==> config.mk <==
export PLATFORM = sky130hd
export DESIGN_NAME = mb_sync_rx_mc
export DESIGN_NICKNAME = d
export VERILOG_FILES = /design/src/rtl/mb_sync_rx_mc.sv
export SDC_FILE = /design/constraint.sdc
export NUM_CORES = 1
export LEC_CHECK = 0
export ABC_AREA = 1
export BUFFER_PORTS_ARGS = -buffer_cell sky130_fd_sc_hd__buf_2
export CAP_MARGIN = 20
export CORE_MARGIN = 5
export CORE_UTILIZATION = 40
export CTS_CLUSTER_SIZE = 25
export DETAILED_ROUTE_END_ITERATION = 6
export PLACE_DENSITY = 0.57
export RECOVER_POWER = 25
export SLEW_MARGIN = 25
export SYNTH_ARGS = -nofsm -noshare
export SYNTH_HDL_FRONTEND = slang
export SYNTH_SLANG_ARGS = --single-unit
export TNS_END_PERCENT = 50
==> constraint.sdc <==
create_clock -name i_clock -period 2.25 [get_ports i_clock]
set_input_delay 0.225 -clock i_clock [delete_from_list [all_inputs] [get_ports i_clock]]
set_output_delay 0.225 -clock i_clock [all_outputs]
set_load 0.05 [all_outputs]
==> src/rtl/mb_sync_rx_mc.sv <==
// Multi-channel toggle-request receiver: per-channel NSYNC-stage request synchronizers,
// stable-data capture and a round-robin merge onto a single valid/ready output stream.
module mb_sync_rx_mc #(
   parameter int NB    = 8,
   parameter int NCH   = 4,
   parameter int NSYNC = 2,
   localparam int CW   = (NCH > 1) ? $clog2(NCH) : 1
) (
   input  logic              i_clock,
   input  logic              i_rst_n,
   input  logic [NCH-1:0]    i_req_tgl,
   input  logic [NCH*NB-1:0] i_data,
   output logic [NCH-1:0]    o_ack_tgl,
   output logic              o_valid,
   output logic [NB-1:0]     o_data,
   output logic [CW-1:0]     o_chan,
   input  logic              i_ready,
   output logic [NCH-1:0]    o_err
);

   logic [NCH-1:0]         sync_q [NSYNC];
   logic [NCH-1:0]         req_s;
   logic [NCH-1:0]         seen_q;
   logic [NCH-1:0]         pend_q, pend_d;
   logic [NCH-1:0][NB-1:0] hold_q, hold_d;
   logic [NCH-1:0]         ack_q, ack_d;
   logic [NCH-1:0]         err_q, err_d;
   logic [CW-1:0]          rr_q, rr_d;
   logic                   valid_q, valid_d;
   logic [NB-1:0]          data_q, data_d;
   logic [CW-1:0]          chan_q, chan_d;
   logic [NCH-1:0]         edge_w;
   logic [CW-1:0]          gnt;
   logic                   found;
   logic                   load;

   assign req_s  = sync_q[NSYNC-1];
   assign edge_w = req_s ^ seen_q;
   assign load   = (!valid_q || i_ready) && (|pend_q);

   // First pending channel at or after rr_q, wrapping modulo NCH.
   always_comb begin
      found = 1'b0;
      gnt   = '0;
      for (int i = 0; i < NCH; i++) begin
         if (!found && pend_q[(int'(rr_q) + i) % NCH]) begin
            found = 1'b1;
            gnt   = CW'((int'(rr_q) + i) % NCH);
         end
      end
   end

   always_comb begin
      pend_d  = pend_q;
      hold_d  = hold_q;
      ack_d   = ack_q;
      err_d   = err_q;
      rr_d    = rr_q;
      valid_d = valid_q;
      data_d  = data_q;
      chan_d  = chan_q;
      for (int c = 0; c < NCH; c++) begin
         if (pend_q[c]) begin
            // A new request while still pending is dropped; the held word survives.
            if (edge_w[c]) err_d[c] = 1'b1;
            if (load && (gnt == CW'(c))) begin
               pend_d[c] = 1'b0;
               ack_d[c]  = ~ack_q[c];
            end
         end else if (edge_w[c]) begin
            pend_d[c] = 1'b1;
            hold_d[c] = i_data[c*NB +: NB];
         end
      end
      if (load) begin
         valid_d = 1'b1;
         data_d  = hold_q[gnt];
         chan_d  = gnt;
         rr_d    = (gnt == CW'(NCH-1)) ? '0 : gnt + 1'b1;
      end else if (valid_q && i_ready) begin
         valid_d = 1'b0;
      end
   end

   always_ff @(posedge i_clock) begin
      if (!i_rst_n) begin
         for (int k = 0; k < NSYNC; k++) sync_q[k] <= '0;
         seen_q  <= '0;
         pend_q  <= '0;
         hold_q  <= '0;
         ack_q   <= '0;
         err_q   <= '0;
         rr_q    <= '0;
         valid_q <= 1'b0;
         data_q  <= '0;
         chan_q  <= '0;
      end else begin
         sync_q[0] <= i_req_tgl;
         for (int k = 1; k < NSYNC; k++) sync_q[k] <= sync_q[k-1];
         seen_q  <= req_s;
         pend_q  <= pend_d;
         hold_q  <= hold_d;
         ack_q   <= ack_d;
         err_q   <= err_d;
         rr_q    <= rr_d;
         valid_q <= valid_d;
         data_q  <= data_d;
         chan_q  <= chan_d;
      end
   end

   assign o_ack_tgl = ack_q;
   assign o_valid   = valid_q;
   assign o_data    = data_q;
   assign o_chan    = chan_q;
   assign o_err     = err_q;

endmodule

==> results.yml <==
floorplanning:
  io_pins: 58
  die_h_um: 96.72
  die_area_um2: 9354
  core.rowCount: 31
  initial_utilization: 0.4125
  die_w_um: 96.72
  core_area_um2: 7292
sta:
  rsz0062_at_grt: "false"
  max_freq_mhz: 507.4
  max_slew.worst_pin.slew_ns: 0.6036
  setup_slack_ns: 0.2793
  maxSlewHeadroom: 0.5993
  setup_viol: 0
  drv_slew: 0
  finalClockSkew_ns: 0.007303
  fin_setup_tns_ns: 0
  period_minus_slack_ns: 1.971
  finalCritPeriodShare: 0.8759
  hold_violations: 0
detailed_routing:
  wl_per_cell_um: 12.30
  vias: 2769
  via_per_inst: 4.685
  ant_nets: 0
  wl_um: 7269
  drt_iter0_drc: 107
  drt_first_pass_iters: 4
  drc: 0
grt:
  grt_usage: 0.1660
  grt_first_pass_wirelength_um: 12810
  grt_pass1_vias: 2801
  grt_antenna_before_repair: 0
  grt_max_degree: 42
  grt-ovfl-total: 0
yosys:
  muxShareOfSynthArea: 0
  synth.avg_cell_area_um2: 7.044
  synthXorXnorAreaFrac: 0.002912
  seq_area_frac_synth: 0.4592
  synth_area_leader_cell: "dfxtp_1"
  synth_compound_area_frac: 0.1581
  synth_top_family_by_area: "simple AND/OR/NAND/NOR gates"
  ys_warn_count: 0
  netlist_area_um2: 3008
  synth_top_area_frac: 0.4592
  postSynthCellCount: 427
  synthSimpleGateAreaFrac: 0.2621
  ys_ff_latch: 69
  syn-num-nets: 467
  synth_area_leaders: "dfxtp_1 (46%), nand2_1 (12%), inv_1 (7.5%)"
  synthAdderAreaFrac: 0.004160
  synth_cell_type_count: 30
power_and_ir_drop:
  p_per_area_nw_per_um2: 1249
  ir_worst_vdd_mv: 0.5772
  p_leak_uw: 0.001745
min_path:
  whs_path_depth: 3
  hold_path_end: "sync_q[0][2]"
  hold_start: "i_req_tgl[2]"
  worstHoldPathType: "in2reg"
cells_and_area:
  fill_cells: 789
  area_growth_pct: 21.13
  antennaDiodeCount: 0
  layout-drive-gt1-share: 0.2033
  nNetsFinal: 527
worst_setup_path:
  crit_required_ns: 2.53
  path_cells: "buf_4, nand2_2, nand2_1, nand2_1, nand2_1, nand3_2, nor2_2, nor2_4, buf_4, nor2_2, nand3_1, nand2_1, nor2_1, nor2_1"
  path_class: "reg2reg"
  critPathLaunchType: "flop"
  path_delay_family: "simple AND/OR/NAND/NOR gates"
  cpPeakStageDelay_ns: 0.38
  cp_data_arrival_time_ns: 2.25
  r2r-start: "rr_q[0]"
  worstPathMaxFanout: 8
  rrSetupSlack_ns: 0.28
  crit_path_end_kind: "flop"
  crit_top_cell: "nand2_1"
  r2r_end: "o_data[2]"
  cp_slowest_cell: "dfxtp_2"
  rr_worst_depth: 14
  worst-path-buf-inv: 2
job:
  cap_violations: 0
clock_network:
  cts_root_buf: "clkbuf_8"
  cts_tree: "yes"
  cts_max_path_buffers: 2
  clkLatencyLatePin_ns: 0.35
  path_clk_slew_ns: 0.07
  cts_made_buffers: 9
  htree_levels: 3
  clkSinkCount: 69
run_status:
  outcome: "completed"
placement:
  dp_hpwl_um: 5268
  place_ws_ns: 0.2168
  gp_congestion: 0.9573
  numPortBuffers: 57
-- state kept, by name, summed over array words and instances, names as in the netlist --
register	count
hold_q	32
o_data	8
sync_q	8
o_ack_tgl	4
o_err	4
pend_q	4
seen_q	4
o_chan	2
rr_q	2
o_valid	1
-- timing repair --
item,in CTS,in global routing
setup buffers,0,2
hold buffers,0,0
endpoints found under the hold margin,0,0
endpoints found under the setup margin,0,2
gates resized for setup,0,4
-- logic make-up after synthesis --
logic type	Yosys count
xor+xnor	1
buf+inv	84
simple gates	179
compound gates	93
flops	69
fa+ha+maj	1
-- worst register-to-register path: cells and delay by family (launching register included) --
family	cells	cell delay, ns
buf+inv	2	0.31
flops	1	0.38
simple gates	12	1.22
-- synth_stat cells --
library cell	number
clkbuf_1	11
o211ai_1	1
or2_2	3
a21oi_1	41
nand3_2	2
o21ai_1	5
nand3b_1	1
nand4_1	1
inv_1	60
nor2_4	1
buf_2	3
xor2_1	1
a211oi_1	1
nor4_1	1
o21ai_0	42
inv_2	6
buf_4	2
nand2_1	100
nand3_1	30
buf_6	2
nor2_2	3
nand4_4	1
o22ai_1	1
nand2_4	1
ha_1	1
o21a_1	1
nor2_1	31
nand2_2	4
a31oi_1	1
dfxtp_1	69
-- report_power, final --
part	switching [uW]	leakage [uW]	internal, uW	total (uW)
sequential	93.8	0.000566	1380	1470
combinational	1350	0.00107	567	1910
clock	483	0.000108	684	1170
total	1920	0.00174	2630	4550
-- metal layers --
metal,wire length [um],global-route usage
met2,3427,0.2755
met1,3321,0.2028
met4,146,0.07559
met5,0,0
met3,374,0.03957
-- how the worst max path moves through the flow --
| stage | startpoint | end | slack (ns) | depth (start not counted) |
|---|---|---|---|---|
| 3_3_place_gp | rr_q[0] | o_ack_tgl[3] | 0.25 | 14 |
| 5_1_grt | rr_q[0] | o_ack_tgl[3] | 0.02 | 14 |
| 6_report | rr_q[0] | o_data[2] | 0.28 | 14 |
| 2_1_floorplan | rr_q[0] | o_ack_tgl[3] | 0.39 | 15 |
| 4_1_cts | rr_q[0] | o_ack_tgl[3] | 0.20 | 14 |
| 3_5_place_dp | rr_q[0] | o_ack_tgl[3] | 0.22 | 15 |
-- through the flow --
stage,std cells,hold slack [ns],power (uW),cell area [um2],utilization
after CTS,589,0.04080,4531,3630,0.4978
after floorplan,427,0.3226,2959,3008,-
after detailed placement,573,0.4049,3356,3396,0.4657
after global placement,573,0.3948,3339,3396,0.4657
final,591,0.05548,4550,3643,0.4997
after global routing,591,0.04986,4905,3643,0.4997
-- layout make-up --
cell class | instances | area (um2) | share of cell area
Clock buffer | 11 | 151.4 | 0.04155
Clock inverter | 5 | 82.58 | 0.02266
Inverter | 66 | 250.2 | 0.06868
Multi-Input combinational cell | 274 | 1287 | 0.3534
Sequential cell | 69 | 1383 | 0.3795
Tap cell | 99 | 123.9 | 0.03400
Timing Repair Buffer | 67 | 365.4 | 0.1003
-- cell usage in the layout, fill, tap and decap left out, drive strengths merged, types with 2 or more instances in the layout --
cell | synthesis | layout
nand2 | 105 | 105
clkbuf | 11 | 17
dfxtp | 69 | 69
nand4 | 2 | 2
a21oi | 41 | 41
o21ai | 47 | 47
bufinv | 0 | 2
or2 | 3 | 3
inv | 66 | 66
nor2 | 35 | 35
clkinvlp | 0 | 3
buf | 7 | 61
nand3 | 32 | 32
No activity file was read; power rests on OpenSTA's default activity.
